**src/rtl/count_ctrl_pkg.sv**
```systemverilog
// Shared types and default widths for the count_ctrl interval timer.
// The state enum is also visible on the top's state_o debug port.
package count_ctrl_pkg;

    localparam int CNT_W_DEF = 32;
    localparam int EXP_W_DEF = 8;

    typedef enum logic [1:0] {
        ST_IDLE = 2'd0,
        ST_RUN  = 2'd1,
        ST_DONE = 2'd2
    } state_e;

endpackage : count_ctrl_pkg

```
**src/rtl/count_ctrl_count_en.sv**
```systemverilog
// Free-running up-counter with synchronous clear and enable.
// Clear has priority over enable; wraps naturally at 2^CNT_W.
module count_en
    import count_ctrl_pkg::*;
#(
    parameter int CNT_W = CNT_W_DEF
) (
    input  logic             clk,
    input  logic             rstn,
    input  logic             clr_i,
    input  logic             en_i,
    output logic [CNT_W-1:0] cnt_o
);

    logic [CNT_W-1:0] cnt_q;
    logic [CNT_W-1:0] cnt_d;

    always_comb begin
        cnt_d = cnt_q;
        if (clr_i) begin
            cnt_d = '0;
        end else if (en_i) begin
            cnt_d = cnt_q + CNT_W'(1);
        end
    end

    always_ff @(posedge clk) begin
        if (!rstn) begin
            cnt_q <= '0;
        end else begin
            cnt_q <= cnt_d;
        end
    end

    assign cnt_o = cnt_q;

endmodule : count_en

```
**src/rtl/count_ctrl.sv**
```systemverilog
// Interval timer controller: arms on start, counts to a latched period,
// pulses expire_o per interval and keeps sticky irq/overrun flags.
module count_ctrl
    import count_ctrl_pkg::*;
#(
    parameter int CNT_W = CNT_W_DEF,
    parameter int EXP_W = EXP_W_DEF
) (
    input  logic             clk,
    input  logic             rstn,
    input  logic             start_i,
    input  logic             stop_i,
    input  logic             periodic_i,
    input  logic [CNT_W-1:0] period_i,
    input  logic             ack_i,
    output logic             busy_o,
    output logic [CNT_W-1:0] cnt_o,
    output logic             expire_o,
    output logic             irq_o,
    output logic             overrun_o,
    output logic             err_o,
    output logic [EXP_W-1:0] exp_cnt_o,
    output state_e           state_o
);

    state_e           state_q,    state_d;
    logic [CNT_W-1:0] period_q,   period_d;
    logic             periodic_q, periodic_d;
    logic             irq_q,      irq_d;
    logic             overrun_q,  overrun_d;
    logic             expire_q,   expire_d;
    logic             err_q,      err_d;
    logic             busy_q,     busy_d;
    logic [EXP_W-1:0] exp_cnt_q,  exp_cnt_d;

    logic             cnt_clr;
    logic             cnt_en;
    logic             hit;
    logic [CNT_W-1:0] cnt;

    count_en #(
        .CNT_W (CNT_W)
    ) u_count_en (
        .clk   (clk),
        .rstn  (rstn),
        .clr_i (cnt_clr),
        .en_i  (cnt_en),
        .cnt_o (cnt)
    );

    // period_q is never zero while RUN, so period_q-1 cannot underflow.
    assign hit = (state_q == ST_RUN) && (cnt == (period_q - CNT_W'(1)));

    always_comb begin
        state_d    = state_q;
        period_d   = period_q;
        periodic_d = periodic_q;
        irq_d      = irq_q;
        overrun_d  = overrun_q;
        exp_cnt_d  = exp_cnt_q;
        expire_d   = 1'b0;
        err_d      = 1'b0;
        cnt_clr    = 1'b0;
        cnt_en     = 1'b0;

        case (state_q)
            ST_IDLE: begin
                if (ack_i) begin
                    irq_d = 1'b0;
                end
                if (start_i && !stop_i) begin
                    if (period_i == '0) begin
                        err_d = 1'b1;
                    end else begin
                        state_d    = ST_RUN;
                        period_d   = period_i;
                        periodic_d = periodic_i;
                        cnt_clr    = 1'b1;
                        exp_cnt_d  = '0;
                        overrun_d  = 1'b0;
                    end
                end
            end
            ST_RUN: begin
                if (stop_i) begin
                    state_d = ST_IDLE;
                    cnt_clr = 1'b1;
                    irq_d   = 1'b0;
                end else if (hit) begin
                    cnt_clr  = 1'b1;
                    expire_d = 1'b1;
                    irq_d    = 1'b1;
                    if (irq_q && !ack_i) begin
                        overrun_d = 1'b1;
                    end
                    if (exp_cnt_q != {EXP_W{1'b1}}) begin
                        exp_cnt_d = exp_cnt_q + EXP_W'(1);
                    end
                    if (!periodic_q) begin
                        state_d = ST_DONE;
                    end
                end else begin
                    cnt_en = 1'b1;
                    if (ack_i) begin
                        irq_d = 1'b0;
                    end
                end
            end
            ST_DONE: begin
                if (stop_i) begin
                    state_d = ST_IDLE;
                    cnt_clr = 1'b1;
                    irq_d   = 1'b0;
                end else if (ack_i) begin
                    state_d = ST_IDLE;
                    irq_d   = 1'b0;
                end
            end
            default: begin
                state_d = ST_IDLE;
                cnt_clr = 1'b1;
            end
        endcase

        busy_d = (state_d != ST_IDLE);
    end

    always_ff @(posedge clk) begin
        if (!rstn) begin
            state_q    <= ST_IDLE;
            period_q   <= '0;
            periodic_q <= 1'b0;
            irq_q      <= 1'b0;
            overrun_q  <= 1'b0;
            expire_q   <= 1'b0;
            err_q      <= 1'b0;
            busy_q     <= 1'b0;
            exp_cnt_q  <= '0;
        end else begin
            state_q    <= state_d;
            period_q   <= period_d;
            periodic_q <= periodic_d;
            irq_q      <= irq_d;
            overrun_q  <= overrun_d;
            expire_q   <= expire_d;
            err_q      <= err_d;
            busy_q     <= busy_d;
            exp_cnt_q  <= exp_cnt_d;
        end
    end

    assign busy_o    = busy_q;
    assign cnt_o     = cnt;
    assign expire_o  = expire_q;
    assign irq_o     = irq_q;
    assign overrun_o = overrun_q;
    assign err_o     = err_q;
    assign exp_cnt_o = exp_cnt_q;
    assign state_o   = state_q;

endmodule : count_ctrl

```
**config.mk**
```make
export PLATFORM = sky130hd
export DESIGN_NAME = count_ctrl
export DESIGN_NICKNAME = d
export VERILOG_FILES = /design/src/rtl/count_ctrl_pkg.sv /design/src/rtl/count_ctrl_count_en.sv /design/src/rtl/count_ctrl.sv
export SDC_FILE = /design/constraint.sdc
export NUM_CORES = 1
export LEC_CHECK = 0
export CAP_MARGIN = 20
export CORE_ASPECT_RATIO = 1.5
export CORE_MARGIN = 10
export CORE_UTILIZATION = 42
export CTS_CLUSTER_SIZE = 30
export DETAILED_ROUTE_END_ITERATION = 12
export GPL_TIMING_DRIVEN = 0
export HOLD_SLACK_MARGIN = 0.12
export PLACE_DENSITY = 0.71
export SKIP_CTS_REPAIR_TIMING = 1
export SYNTH_ARGS = -nofsm -noshare
export SYNTH_HDL_FRONTEND = slang
export SYNTH_SLANG_ARGS = --single-unit
```
**constraint.sdc**
```tcl
create_clock -name clk -period 4.5 [get_ports clk]
set_input_delay 0.9 -clock clk [delete_from_list [all_inputs] [get_ports clk]]
set_output_delay 0.9 -clock clk [all_outputs]
set_load 0.02 [all_outputs]
```
==> impl_metrics.ini, run 1 <==
[yosys]
netlist-cell-type-count = 58
syn-num-nets = 645
syn_inst = 600
yosys_most_used_dff = dfxtp_1
synth_warnings = 0
synth-seq-cells = 80
synth_area_um2 = 4940
synth_edf_count = 0
synth_seq_area_share_pct = 32.4
avgSynthCellArea_um2 = 8.24
postSynth.asyncResetShare_pct = 0

[global_route]
grt_first_pass_wirelength_um = 24600
grt_usage_pct = 18.1
globalRouteOverflowTotal = 0
antenna_found_initial = 0
grt_pass1_vias = 4934
grt_start_max_net_pins = 14

[final_layout]
stdcell_area_um2 = 6280
regArea_um2 = 1600
drive_gt1_share_pct = 5.15
diodes = 0
syn_to_final_growth_pct = 27.1
finish.net_count = 739
multi_input_area_um2 = 3140
fillers = 1083

[sta]
finalMaxSlewViolations = 0
period_needed_ns = 3.98
tightestPinTransition_ns = 1.05
hold_viol_final = 0
setup_viol = 0
fin_setup_tns_ns = 0
fmax_mhz = 251
maxSlewHeadroom_pct = 29.5
post-route-period-util_pct = 88.4
skew_ns = 0.00818
rsz0062_at_grt = no

[setup_path]
cp.arrival_ns = 4.20
critPathMaxFanout = 10
worstPathRequired_ns = 4.72
end_kind = register
crit_type = register to register
critPathLaunchType = register

[job]
drv_cap = 0

[floorplanning]
initial_utilization_pct = 42.9
die_w_um = 109
ios = 85
core_region_area_um2 = 11500
chipHeight_um = 153
die_area_um2 = 16600
num_rows = 48

[run_status]
status = finished clean

[route]
via_count = 4856
drtIter0Drc = 259
drt-total-wl_um = 15400
antenna_left = 0
drtPass1Iterations = 5
wire_per_inst_um = 18.2
routed_via_density = 5.72
drc_errors = 0

[placed_design]
place.port_buffers = 83
place.gp.congestion = 0.901
dp_hpwl_um = 12000
dpl-instance-area_um2 = 5960

[min_path]
hold_class = register to register

[clocking]
cts_made_buffers = 9
clk_pin_slew_worst_paths_ns = 0.06
htree_levels = 3
clock-root-buffer = clkbuf_16
cts.sinks = 80
clk_latency_ns = 0.34
clk_path_buf_depth = 2
cts_tree = built

[pwr]
powerDensity_nw_per_um2 = 298
p_leak_nw = 2.30
ir_worst_vdd_uv = 184
[metal layers]
layer | wire [um] | track usage, % | part of all wire, % | up-vias
met2 | 8180 | 33.0 | 53 | 152
li1 | - | - | - | 2360
met3 | 826 | 4.04 | 5.4 | 27
met1 | 6110 | 19.3 | 40 | 2317
met5 | 0 | 0 | 0 | -
met4 | 324 | 7.12 | 2.1 | 0
[where the power goes]
group	switching [mW]	leakage (nW)	internal (mW)
combinational	0.181	1.50	0.150
sequential	0.0231	0.649	0.726
clock	0.290	0.152	0.500
[worst paths after layout]
kind                                  start                  end  slack (ns)  cells past startpoint
worst max-delay path            period_q[2]  u_count_en.cnt_o[9]        0.52                     12
worst max register to register  period_q[2]  u_count_en.cnt_o[9]        0.52                     12
worst min-delay path                  irq_o                irq_o        0.50                      2
worst min register to register        irq_o                irq_o        0.50                      2
[area by class of cell]
cell class | instances | area share, %
multi-input cells | 474 | 50.0
inverters | 13 | 0.776
well taps | 150 | 2.99
clock inverters | 5 | 1.27
plain buffers | 33 | 2.41
repair buffers | 83 | 13.2
clock buffers | 11 | 3.86
flip-flops and latches | 80 | 25.5
[state kept, by name, indices dropped and copies added, names as in the netlist, 2 cells and up]
| signal | flops |
|---|---|
| state_o | 2 |
| u_count_en.cnt_o | 32 |
| exp_cnt_o | 8 |
| period_q | 32 |
[Yosys cell counts, types with 14 or more instances]
library cell	number	area (um^2)
dfxtp_1	80	1600
xor2_1	15	131
xnor2_1	48	420
nor2b_1	40	250
o21ai_0	18	90.1
nor2_1	53	199
nand4_1	16	100
clkbuf_1	20	75.1
nand3_1	14	70.1
a21oi_1	18	90.1
nand2_1	38	143
nor3_1	27	135
nor4_1	22	138
mux2i_1	38	380
[placed cells by master (no fill, tap or decap), drive strengths merged, types with 3 or more instances in the layout]
cell | Yosys | routed
nand3 | 14 | 14
o22ai | 4 | 4
xnor2 | 48 | 48
nand2b | 8 | 8
nand4 | 16 | 16
nor4 | 22 | 22
or3 | 11 | 11
nor4b | 9 | 9
buf | 12 | 12
or2 | 6 | 6
nand2 | 38 | 38
and3 | 6 | 6
o31ai | 6 | 6
or4 | 10 | 10
clkdlybuf4s50 | 0 | 83
dfxtp | 80 | 80
nand3b | 3 | 3
nor3b | 11 | 11
mux2i | 38 | 38
xor2 | 15 | 15
inv | 13 | 13
nor2 | 53 | 53
a21oi | 19 | 19
nor3 | 27 | 27
a2111oi | 3 | 3
o21ai | 19 | 19
clkbuf | 21 | 32
a31oi | 7 | 7
and4 | 4 | 4
ha | 7 | 7
nor2b | 40 | 40
[metrics by stage]
step           total power, mW  setup WS (ns)  hold slack [ns]  cells  utilization [%]
2_1_floorplan            0.982           1.20            0.472    600                -
3_3_place_gp              1.08          0.272            0.458    833             51.7
3_5_place_dp              1.09          0.221            0.479    833             51.7
4_1_cts                   1.88          0.558            0.506    849             54.5
5_1_grt                   1.93          0.281            0.534    849             54.5
6_report                  1.87          0.521            0.498    849             54.5
[logic make-up after synthesis]
| logic type | after synthesis | share of synthesized area [%] |
|---|---|---|
| AND/OR/NAND/NOR | 286 | 32.2 |
| buffers and inverters | 46 | 4.05 |
| flip-flops | 80 | 32.4 |
| AO/OA/AOI/OAI | 78 | 10.3 |
| XOR/XNOR | 63 | 11.2 |
| multiplexers | 40 | 8.15 |
| adder cells (fa/ha/maj) | 7 | 1.77 |
[worst max-delay path: stages (launching register included)]
cell       delay, ns
dfxtp_1         0.30
clkbuf_1        0.18
nor3_1          0.74
nand2_1         0.36
mux2_2          0.32
o21ai_0         0.07
a2111oi_0       0.67
and4_1          0.31
buf_4           0.19
o21ai_0         0.09
nand3_1         0.24
buf_2           0.31
nor2_1          0.09
Power figures use the tool's default switching activity.
==> inputs of run 2 (changes only) <==
--- a/config.mk
+++ b/config.mk
@@ -9,7 +9,7 @@
 export CORE_ASPECT_RATIO = 1.5
 export CORE_MARGIN = 10
 export CORE_UTILIZATION = 42
-export CTS_CLUSTER_SIZE = 30
+export CTS_CLUSTER_SIZE = 20
 export DETAILED_ROUTE_END_ITERATION = 12
 export GPL_TIMING_DRIVEN = 0
 export HOLD_SLACK_MARGIN = 0.12
==> results of run 2 <==
Same layout as run 1: the final DEF is identical, and so are final timing and power.
==> inputs of run 3 (changes only) <==
==> constraint.sdc (replaced) <==
create_clock -name clk -period 4.77 [get_ports clk]
set_input_delay 0.954 -clock clk [delete_from_list [all_inputs] [get_ports clk]]
set_output_delay 0.954 -clock clk [all_outputs]
set_load 0.02 [all_outputs]
==> results of run 3 <==
Same layout as run 1 (identical final DEF). Status: finished clean.
Main changes from that run: setup slack after placement 0.221 ns -> 0.437 ns; setup slack after layout 0.521 ns -> 0.791 ns; register-to-register setup slack 0.52 ns -> 0.79 ns; total power 1.87 mW -> 1.76 mW; worst IR drop on VDD 184 uV -> 174 uV
==> RTL change (flow settings as in run 3) <==
Change the package constant `EXP_W_DEF` from 8 to 6.
--- a/src/rtl/count_ctrl_pkg.sv
+++ b/src/rtl/count_ctrl_pkg.sv
@@ -4,5 +4,5 @@
 
     localparam int CNT_W_DEF = 32;
-    localparam int EXP_W_DEF = 8;
+    localparam int EXP_W_DEF = 6;
 
     typedef enum logic [1:0] {
Interface: changed (resized exp_cnt_o); port bits go from 85 to 83. No check against the original RTL was run, so the function may have changed too.
==> RTL change against run 3 <==
  * Design area up 0.50%
  * Sequential share of layout area is 0.76 points lower
  * Synthesized cell count is 3.7% higher
  * Utilization decreased by 0.29 points
  * Wire length grew 9.6%
  * Sequential cell count is 2 lower
  * Area after synthesis grew 1.8%
  * Setup slack better by 0.045 ns
  * Fmax up 1.1%
  * Sequential power decreased by 2%
  * Power shrank 4.0%
  * Critical path depth rose by 1
==> RTL change: results (changes against run 3) <==
[critical_path]
critical_path.slowest_cell=or4b_4  ; was nor3_1
cp.arrival_ns=4.21  ; was 4.20 ns
r2r_setup_slack_ns=0.84  ; was 0.79 ns

[placement]
placement.io_buffers=82  ; was 83
placed_cells_incl_taps=854  ; was 833
place.gp.congestion=0.936  ; was 0.901
detailed_place.area_um2=6040  ; was 5960 µm²

[timing]
clock-skew-final_ns=0.00897  ; was 0.00818 ns
timing.fmax_ghz=0.254  ; was 0.251 GHz
slew_headroom=0.362  ; was 0.295

[power_and_ir_drop]
intPower_mw=1.18  ; was 1.30 mW
p_leak_nw=2.10  ; was 2.30 nW
clockPowerShare=0.384  ; was 0.423
irDropWorstVdd_mv=0.198  ; was 0.174 mV

[detailed_routing]
via_count=5212  ; was 4856
first_iter_violations=293  ; was 259

[layout]
design.final.nets=760  ; was 739
final_layout_size_suffix_gt1_frac=0.101  ; was 0.0515
area_growth_syn_to_layout_pct=25.5  ; was 27.1%

[run_status]
outcome=finished, final reports clean  ; unchanged

[global_route]
globalRouteTotalUtil=0.195  ; was 0.181
grt_pass1_wl_um=26500  ; was 24600 µm

[synth]
synth.cells.most_frequent=nand2_1, dfxtp_1, a21oi_1  ; was dfxtp_1, nor2_1, xnor2_1
syn-num-nets=667  ; was 645
ys_seq_area_frac=0.310  ; was 0.324
synth_area_per_cell_um2=8.09  ; was 8.24 µm²
ys_types=73  ; was 58

==> RTL change: changes by cell type after synthesis, sizes merged, moves of 4 or more <==
cell and change:
mux2i -35, or3 +4, nor2b -38, xnor2 -17
nor3 -5, a21oi +52, o31ai +22, nor4b -4
o211ai +4, nor2 -20, nor3b -10, nand2 +54
or4 +22
==> RTL change: worst max-delay path, delay by kind of cell, from the launching register on <==
family                   cells  cell delay (ns)
AND/OR/NAND/NOR              6             2.19
flip-flops                   1             0.39
adder cells (fa/ha/maj)      1             0.13
buffers and inverters        3             0.64
AO/OA/AOI/OAI                3             0.51
==> RTL change: logic make-up after synthesis <==
kind of cell    count (synthesis)  synth area share
mux                             3           0.00597
fa+ha+maj                       7            0.0174
flops                          78             0.310
compound gates                155             0.207
buf+inv                        51            0.0482
simple gates                  282             0.327
xor+xnor                       46            0.0843
==> RTL change: path summary, 6_finish.rpt <==
| kind | start | end | depth (start not counted) |
|---|---|---|---|
| hold / removal | overrun_o | overrun_o | 2 |
| hold reg to reg | overrun_o | overrun_o | 2 |
| setup reg to reg | period_q[0] | busy_o | 13 |
| setup / recovery | period_q[0] | busy_o | 13 |
==> RTL change: power by group through the flow <==
stage	combinational, mW	sequential, mW	clock [mW]
final	0.354	0.690	0.651
after global routing	0.387	0.691	0.678
after CTS	0.353	0.689	0.655
after detailed placement	0.351	0.704	0
after global placement	0.346	0.703	0
after floorplan	0.247	0.697	0
==> RTL change: final cells by class <==
cell class                      count  area share
Sequential cell                    78       0.247
Clock inverter                      5     0.00535
Inverter                           14     0.00832
Timing Repair Buffer               82       0.130
Tap cell                          150      0.0297
Clock buffer                       11      0.0384
Buffer                             37      0.0301
Multi-Input combinational cell    493       0.511
==> RTL change: per-layer routing <==
| layer | share of wire | track usage | vias to the layer above |
|---|---|---|---|
| met5 | 0 | 0 | - |
| met4 | 0.035 | 0.0920 | 0 |
| met3 | 0.050 | 0.0427 | 42 |
| met2 | 0.54 | 0.362 | 154 |
| met1 | 0.38 | 0.197 | 2525 |
| li1 | - | - | 2491 |
